### src/rtl/collision_detector_pkg.sv
// collision_detector_pkg: grid geometry, coordinate widths, snapshot layout and FSM states
package collision_detector_pkg;
    localparam int ROWS      = 5;
    localparam int COLS      = 11;
    localparam int COL_PITCH = 24;
    localparam int ROW_PITCH = 16;
    localparam int INV_W     = 16;
    localparam int INV_H     = 8;
    localparam int PLAYER_W  = 26;
    localparam int PLAYER_H  = 16;
    localparam int SCREEN_W  = 640;
    localparam int SCREEN_H  = 480;
    localparam int CW        = 10;
    localparam int XW        = CW + 1;
    localparam int N         = ROWS * COLS;
    localparam int IDXW      = $clog2(N);
    localparam int ROWW      = $clog2(ROWS);
    localparam int COLW      = $clog2(COLS);

    typedef enum logic [1:0] {
        IDLE   = 2'd0,
        SCAN   = 2'd1,
        PLAYER = 2'd2
    } state_t;

    // form_y is not held: the running row origin iy carries it through the scan
    typedef struct packed {
        logic [CW-1:0] form_x;
        logic [CW-1:0] player_x;
        logic [CW-1:0] player_y;
        logic          pb_active;
        logic [CW-1:0] pb_x;
        logic [CW-1:0] pb_y;
        logic          ib_active;
        logic [CW-1:0] ib_x;
        logic [CW-1:0] ib_y;
    } snap_t;
endpackage

### src/rtl/collision_detector_if.sv
// collision_detector_if: game-state inputs and collision outputs; wave_cleared exists only with COLLISION_WAVE_RESET_EN
interface collision_detector_if;
    import collision_detector_pkg::*;
    logic            frame_tick;
    logic [CW-1:0]   form_x;
    logic [CW-1:0]   form_y;
    logic [CW-1:0]   player_x;
    logic [CW-1:0]   player_y;
    logic            pb_active;
    logic [CW-1:0]   pb_x;
    logic [CW-1:0]   pb_y;
    logic            ib_active;
    logic [CW-1:0]   ib_x;
    logic [CW-1:0]   ib_y;
    logic            busy;
    logic            invader_collision;
    logic [IDXW-1:0] hit_index;
    logic            player_collision;
    logic            pb_clear;
    logic            ib_clear;
    logic [N-1:0]    alive;
`ifdef COLLISION_WAVE_RESET_EN
    logic            wave_cleared;
`endif

    modport master (
`ifdef COLLISION_WAVE_RESET_EN
        input  wave_cleared,
`endif
        output frame_tick, form_x, form_y, player_x, player_y,
        output pb_active, pb_x, pb_y, ib_active, ib_x, ib_y,
        input  busy, invader_collision, hit_index, player_collision,
        input  pb_clear, ib_clear, alive
    );

    modport slave (
`ifdef COLLISION_WAVE_RESET_EN
        output wave_cleared,
`endif
        input  frame_tick, form_x, form_y, player_x, player_y,
        input  pb_active, pb_x, pb_y, ib_active, ib_x, ib_y,
        output busy, invader_collision, hit_index, player_collision,
        output pb_clear, ib_clear, alive
    );
endinterface

### src/rtl/collision_detector_aabb_point_hit.sv
// aabb_point_hit: combinational test of a point against an inclusive axis-aligned box
module aabb_point_hit
    import collision_detector_pkg::*;
(
    input  logic          en,
    input  logic [XW-1:0] box_x,
    input  logic [XW-1:0] box_y,
    input  logic [XW-1:0] box_w,
    input  logic [XW-1:0] box_h,
    input  logic [CW-1:0] pt_x,
    input  logic [CW-1:0] pt_y,
    output logic          hit
);
    logic [XW-1:0] px, py;

    assign px  = {1'b0, pt_x};
    assign py  = {1'b0, pt_y};
    assign hit = en && px >= box_x && px <= box_x + box_w - XW'(1)
                    && py >= box_y && py <= box_y + box_h - XW'(1);
endmodule

### src/rtl/collision_detector.sv
// collision_detector: per-frame invader-grid and player collision scan; COLLISION_WAVE_RESET_EN adds wave_cleared and mask reload
module collision_detector
    import collision_detector_pkg::*;
(
    input  logic                 clk,
    input  logic                 arst,
    collision_detector_if.slave  bus
);
    state_t          state_q, state_d;
    snap_t           snap_q, snap_d;
    logic [IDXW-1:0] idx_q, idx_d, hit_index_q, hit_index_d;
    logic [ROWW-1:0] row_q, row_d;
    logic [COLW-1:0] col_q, col_d;
    logic [XW-1:0]   ix_q, ix_d, iy_q, iy_d;
    logic [N-1:0]    alive_q, alive_d;
    logic            inv_hit_q, inv_hit_d, ply_hit_q, ply_hit_d;
    logic            inv_hit, ply_hit;
`ifdef COLLISION_WAVE_RESET_EN
    logic            wave_q, wave_d;
`endif

    aabb_point_hit u_inv_hit (
        .en    (state_q == SCAN && snap_q.pb_active && alive_q[idx_q]),
        .box_x (ix_q),
        .box_y (iy_q),
        .box_w (XW'(INV_W)),
        .box_h (XW'(INV_H)),
        .pt_x  (snap_q.pb_x),
        .pt_y  (snap_q.pb_y),
        .hit   (inv_hit)
    );

    aabb_point_hit u_ply_hit (
        .en    (state_q == PLAYER && snap_q.ib_active),
        .box_x ({1'b0, snap_q.player_x}),
        .box_y ({1'b0, snap_q.player_y}),
        .box_w (XW'(PLAYER_W)),
        .box_h (XW'(PLAYER_H)),
        .pt_x  (snap_q.ib_x),
        .pt_y  (snap_q.ib_y),
        .hit   (ply_hit)
    );

    // next state: snapshot on tick, walk the grid with running origins, then test the player
    always_comb begin
        state_d     = state_q;
        snap_d      = snap_q;
        idx_d       = idx_q;
        row_d       = row_q;
        col_d       = col_q;
        ix_d        = ix_q;
        iy_d        = iy_q;
        hit_index_d = hit_index_q;
        alive_d     = alive_q;
        inv_hit_d   = 1'b0;
        ply_hit_d   = 1'b0;
`ifdef COLLISION_WAVE_RESET_EN
        wave_d      = 1'b0;
`endif
        case (state_q)
            IDLE: if (bus.frame_tick) begin
                snap_d.form_x    = bus.form_x;
                snap_d.player_x  = bus.player_x;
                snap_d.player_y  = bus.player_y;
                snap_d.pb_active = bus.pb_active;
                snap_d.pb_x      = bus.pb_x;
                snap_d.pb_y      = bus.pb_y;
                snap_d.ib_active = bus.ib_active;
                snap_d.ib_x      = bus.ib_x;
                snap_d.ib_y      = bus.ib_y;
                idx_d            = '0;
                row_d            = '0;
                col_d            = '0;
                ix_d             = {1'b0, bus.form_x};
                iy_d             = {1'b0, bus.form_y};
                state_d          = SCAN;
            end
            SCAN: if (inv_hit) begin
                hit_index_d    = idx_q;
                alive_d[idx_q] = 1'b0;
                inv_hit_d      = 1'b1;
                state_d        = PLAYER;
            end else if (idx_q == IDXW'(N - 1)) begin
                state_d = PLAYER;
            end else begin
                idx_d = idx_q + 1'b1;
                if (col_q == COLW'(COLS - 1)) begin
                    col_d = '0;
                    row_d = row_q + 1'b1;
                    ix_d  = {1'b0, snap_q.form_x};
                    iy_d  = iy_q + XW'(ROW_PITCH);
                end else begin
                    col_d = col_q + 1'b1;
                    ix_d  = ix_q + XW'(COL_PITCH);
                end
            end
            PLAYER: begin
                ply_hit_d = ply_hit;
                state_d   = IDLE;
`ifdef COLLISION_WAVE_RESET_EN
                if (inv_hit_q && alive_q == '0) begin
                    wave_d  = 1'b1;
                    alive_d = '1;
                end
`endif
            end
            default: state_d = IDLE;
        endcase
    end

    // state registers; reset aborts any scan and revives the whole grid
    always_ff @(posedge clk or posedge arst) begin
        if (arst) begin
            state_q     <= IDLE;
            snap_q      <= '0;
            idx_q       <= '0;
            row_q       <= '0;
            col_q       <= '0;
            ix_q        <= '0;
            iy_q        <= '0;
            hit_index_q <= '0;
            alive_q     <= '1;
            inv_hit_q   <= 1'b0;
            ply_hit_q   <= 1'b0;
`ifdef COLLISION_WAVE_RESET_EN
            wave_q      <= 1'b0;
`endif
        end else begin
            state_q     <= state_d;
            snap_q      <= snap_d;
            idx_q       <= idx_d;
            row_q       <= row_d;
            col_q       <= col_d;
            ix_q        <= ix_d;
            iy_q        <= iy_d;
            hit_index_q <= hit_index_d;
            alive_q     <= alive_d;
            inv_hit_q   <= inv_hit_d;
            ply_hit_q   <= ply_hit_d;
`ifdef COLLISION_WAVE_RESET_EN
            wave_q      <= wave_d;
`endif
        end
    end

    assign bus.busy              = state_q != IDLE;
    assign bus.invader_collision = inv_hit_q;
    assign bus.pb_clear          = inv_hit_q;
    assign bus.player_collision  = ply_hit_q;
    assign bus.ib_clear          = ply_hit_q;
    assign bus.hit_index         = hit_index_q;
    assign bus.alive             = alive_q;
`ifdef COLLISION_WAVE_RESET_EN
    assign bus.wave_cleared      = wave_q;
`endif
endmodule

### src/flat_wrapper.sv
// flat-port wrapper written by rule: the top's interface ports become plain ports
module collision_detector_flat import collision_detector_pkg::*;
  (clk, arst, bus_frame_tick, bus_form_x, bus_form_y, bus_player_x, bus_player_y, bus_pb_active, bus_pb_x, bus_pb_y, bus_ib_active, bus_ib_x, bus_ib_y, bus_busy, bus_invader_collision, bus_hit_index, bus_player_collision, bus_pb_clear, bus_ib_clear, bus_alive);
  collision_detector_if bus_i ();
  input  logic clk;
  input  logic arst;
  input wire logic [$bits(bus_i.frame_tick)-1:0] bus_frame_tick;
  input wire logic [$bits(bus_i.form_x)-1:0] bus_form_x;
  input wire logic [$bits(bus_i.form_y)-1:0] bus_form_y;
  input wire logic [$bits(bus_i.player_x)-1:0] bus_player_x;
  input wire logic [$bits(bus_i.player_y)-1:0] bus_player_y;
  input wire logic [$bits(bus_i.pb_active)-1:0] bus_pb_active;
  input wire logic [$bits(bus_i.pb_x)-1:0] bus_pb_x;
  input wire logic [$bits(bus_i.pb_y)-1:0] bus_pb_y;
  input wire logic [$bits(bus_i.ib_active)-1:0] bus_ib_active;
  input wire logic [$bits(bus_i.ib_x)-1:0] bus_ib_x;
  input wire logic [$bits(bus_i.ib_y)-1:0] bus_ib_y;
  output wire logic [$bits(bus_i.busy)-1:0] bus_busy;
  output wire logic [$bits(bus_i.invader_collision)-1:0] bus_invader_collision;
  output wire logic [$bits(bus_i.hit_index)-1:0] bus_hit_index;
  output wire logic [$bits(bus_i.player_collision)-1:0] bus_player_collision;
  output wire logic [$bits(bus_i.pb_clear)-1:0] bus_pb_clear;
  output wire logic [$bits(bus_i.ib_clear)-1:0] bus_ib_clear;
  output wire logic [$bits(bus_i.alive)-1:0] bus_alive;
  assign bus_i.frame_tick = bus_frame_tick;
  assign bus_i.form_x = bus_form_x;
  assign bus_i.form_y = bus_form_y;
  assign bus_i.player_x = bus_player_x;
  assign bus_i.player_y = bus_player_y;
  assign bus_i.pb_active = bus_pb_active;
  assign bus_i.pb_x = bus_pb_x;
  assign bus_i.pb_y = bus_pb_y;
  assign bus_i.ib_active = bus_ib_active;
  assign bus_i.ib_x = bus_ib_x;
  assign bus_i.ib_y = bus_ib_y;
  assign bus_busy = bus_i.busy;
  assign bus_invader_collision = bus_i.invader_collision;
  assign bus_hit_index = bus_i.hit_index;
  assign bus_player_collision = bus_i.player_collision;
  assign bus_pb_clear = bus_i.pb_clear;
  assign bus_ib_clear = bus_i.ib_clear;
  assign bus_alive = bus_i.alive;
  collision_detector u_core (.clk(clk), .arst(arst), .bus(bus_i));
endmodule
### config.mk
export PLATFORM = sky130hd
export DESIGN_NAME = collision_detector_flat
export DESIGN_NICKNAME = d
export VERILOG_FILES = /design/src/rtl/collision_detector_pkg.sv /design/src/rtl/collision_detector_if.sv /design/src/rtl/collision_detector_aabb_point_hit.sv /design/src/rtl/collision_detector.sv /design/src/flat_wrapper.sv
export SDC_FILE = /design/constraint.sdc
export NUM_CORES = 1
export LEC_CHECK = 0
export ABC_AREA = 1
export CAP_MARGIN = 20
export CELL_PAD_IN_SITES_DETAIL_PLACEMENT = 0
export CELL_PAD_IN_SITES_GLOBAL_PLACEMENT = 1
export CORE_MARGIN = 4
export CORE_UTILIZATION = 41
export CTS_CLUSTER_SIZE = 40
export DETAILED_ROUTE_END_ITERATION = 10
export PLACE_DENSITY = 0.79
export SLEW_MARGIN = 25
export SYNTH_ARGS = -nofsm -noshare
export SYNTH_HDL_FRONTEND = slang
export SYNTH_SLANG_ARGS = --single-unit
### constraint.sdc
create_clock -name clk -period 6 [get_ports clk]
set_input_delay 0.6 -clock clk [delete_from_list [all_inputs] [get_ports clk]]
set_output_delay 0.6 -clock clk [all_outputs]
set_load 0.05 [all_outputs]
==> results_dict.tcl <==
set metrics [dict create \
    synth_cell_types 48 \
    setup_violations 0 \
    start_kind "flop" \
    r2r_cells 21 \
    antenna_found_initial 0 \
    placed_area_mm2 0.01223 \
    rows 58 \
    rr_startpoint "u_core.iy_q[0]" \
    viasPerCell 4.880 \
    antenna_left 0 \
    dp_hpwl_um 20000 \
    post_cts_buffers 0 \
    arrival_ns 4.35 \
    syn_area_mm2 0.01052 \
    drc 0 \
    hold-path-cell-count 2 \
    crit_type "reg2reg" \
    insertion_delay_ns 0.43 \
    cts_root_buf "clkbuf_16" \
    required_ns 6.31 \
    drive_gt1_frac 0.09302 \
    yosysSeqAreaShare 0.4087 \
    cp_common_cell "nand2_1" \
    core_mm2 0.02518 \
    slowest_delay_ns 0.55 \
    holdWs_ns 0.4749 \
    antenna_cells 0 \
    worstMarginPinSlew_ns 0.9357 \
    fin_setup_tns_ns 0 \
    start_util 0.4176 \
    cp_cell_sequence "inv_1 > ha_1 > a21oi_1 > inv_1 > nor2_1 > xor2_1 > ha_1 > nand2_1 > nor3_1 > nand2_1 > nand3_1 > nand2_1 > nand2_1 > a21oi_2 > nand4_4 > buf_4 > nand2_4 > nand2_4 > nand2_2 > nand2_1 > nand2_1" \
    finalClockSkew_ns 0.01700 \
    crit_slowest_cell "buf_4" \
    cts_buffer_depth 2 \
    vdd_drop_max_mv 0.1746 \
    hp-class "reg2reg" \
    hold_viol 0 \
    min_period_ns 4.044 \
    avgSynthCellArea_um2 7.727 \
    stdcell_area_mm2 0.01285 \
    r2r_end "u_core.ix_q[2]" \
    synth_ff_type "dfrtp_1" \
    cts_buffers 17 \
    p_per_area_mw_per_mm2 185.4 \
    cts_tree "yes" \
    layout_commonest_cell "nand2_1" \
    cts.htree.levels 4 \
    netlist_instances 1361 \
    min_from "u_core.bus.alive[39]" \
    endpoint_kind "flop" \
    cap_violations 0 \
    synth_seq_cells 169 \
    grt_pass1_vias 8770 \
    relSlewSlack 0.3724 \
    status "completed" \
    totalPowerFinal_uw 2383 \
    io_pins 151 \
    drt_iter0_drc 480 \
    clk_pin_slew_ns 0.08 \
    gr-usage-all-layers 0.1939 \
    dp_cells 1803 \
    fp.dieW_um 168.2 \
    die_area_mm2 0.02828 \
    rsz0062_at_grt "no" \
    crit_family "simple AND/OR/NAND/NOR gates" \
    grt_start_max_net_pins 85 \
    power_leakage_uw 0.006554 \
    grt_pass1_wl_um 44750 \
    avgRoutedWirePerCell_um 14.88 \
    hold_end "u_core.bus.alive[39]" \
    synthArstFlopShare 1.000 \
    wirelength_um 27300 \
    reg2reg_slack_ns 1.96 \
    critical_path_buf_inv_count 3 \
    report.final.slew_viol_count 0 \
    worst-path-max-fanout 66 \
    cts_resized 0 \
    layout-area-overhead-vs-synth_pct 22.19 \
    cts_hold_buf 0 \
    n_fill_cell 2447 \
    clock_sinks 169 \
    grt_remaining_overflow 0 \
    layout.cells.non_filler 1835 \
    final_cell_mix "nand2_1 (443), inv_1 (179), clkdlybuf4s50_1 (150)" \
    port_buffers 150 \
    final_nets 1669 \
    gp_congestion 0.8618 \
    drt-pass1-iter-count 5 \
    num_vias 8955 \
    yosysWarnings 0 \
    synth_nets 1538 \
    fmax_ghz 0.2473 \
    synth_edf_count 0 \
    period_share 0.6740 \
    die_h_um 168.2 \
]
## metal layers
metal / track usage / vias to the layer above / wire (um) / share of wire
met1: 0.2647 / 4150 / 12820 / 0.47
met2: 0.3267 / 185 / 12950 / 0.47
met3: 0.03311 / 15 / 1277 / 0.047
met4: 0.03881 / 0 / 249 / 0.0091
li1: - / 4605 / - / -
met5: 0 / - / 0 / 0
## state kept, by name (all words and copies together), names as in the netlist
name                          cells
u_core.bus.hit_index              6
u_core.snap_q                    72
u_core.bus.ib_clear               1
u_core.bus.alive                 55
u_core.iy_q                      11
u_core.state_q                    2
u_core.bus.invader_collision      1
u_core.ix_q                      11
u_core.idx_q                      6
u_core.col_q                      4
## kinds of logic after synthesis
logic type / count (synthesis) / synth area share
fa+ha+maj: 92 / 0.1095
simple gates: 618 / 0.2458
compound gates: 210 / 0.1115
xor+xnor: 38 / 0.03165
flops: 169 / 0.4087
buf+inv: 234 / 0.09292
## cells in the mapped netlist (13+ instances only)
cell	count	area share
a21oi_1	49	0.023
nand4_1	14	0.0083
o21ai_0	77	0.037
clkbuf_1	22	0.0079
nor3_1	13	0.0062
ha_1	92	0.11
dfrtp_1	114	0.27
xor2_1	32	0.027
nand2_1	444	0.16
o21ai_2	14	0.012
dfstp_2	55	0.14
nor2_1	58	0.021
o21ai_1	47	0.022
inv_1	182	0.065
nand3_1	58	0.028
## worst reg2reg max path, stage by stage (launching register included)
cell     delay, ns
dfrtp_1       0.36
inv_1         0.09
ha_1          0.23
a21oi_1       0.33
inv_1         0.12
nor2_1        0.13
xor2_1        0.08
ha_1          0.29
nand2_1       0.07
nor3_1        0.16
nand2_1       0.07
nand3_1       0.07
nand2_1       0.05
nand2_1       0.06
a21oi_2       0.09
nand4_4       0.07
buf_4         0.55
nand2_4       0.19
nand2_4       0.46
nand2_2       0.27
nand2_1       0.12
nand2_1       0.05
## report_power, final
group          internal [uW]  switching (uW)
combinational           48.4            31.5
sequential              1140               0
clock                    644             518
total                   1830             550
## through the flow
stage	worst slack [ns]	util
detailed placement	1.963	0.4856
global route	1.432	0.5103
CTS	1.952	0.5103
global placement	2.037	0.4854
floorplan	0.9159	-
finish	1.956	0.5103
## how the worst max path moves through the flow
| stage | startpoint | to | slack, ns | depth (start not counted) |
|---|---|---|---|---|
| floorplan | arst | u_core.bus.hit_index[0] | 0.92 | 1 |
| global placement | u_core.iy_q[0] | u_core.ix_q[0] | 2.04 | 21 |
| detailed placement | u_core.iy_q[0] | u_core.ix_q[0] | 1.96 | 21 |
| CTS | u_core.iy_q[0] | u_core.ix_q[2] | 1.95 | 21 |
| global route | u_core.iy_q[0] | u_core.iy_q[10] | 1.43 | 21 |
| finish | u_core.iy_q[0] | u_core.ix_q[2] | 1.96 | 21 |
## final cells by class
type	instances	area, um^2	area share
clock buffers	20	479.2	0.03729
clock inverters	12	142.6	0.01110
inverters	189	714.4	0.05560
multi-input cells	958	5249	0.4085
flip-flops and latches	169	4298	0.3345
well taps	330	412.9	0.03213
repair buffers	157	1554	0.1209
(Power assumes the default switching activity.)
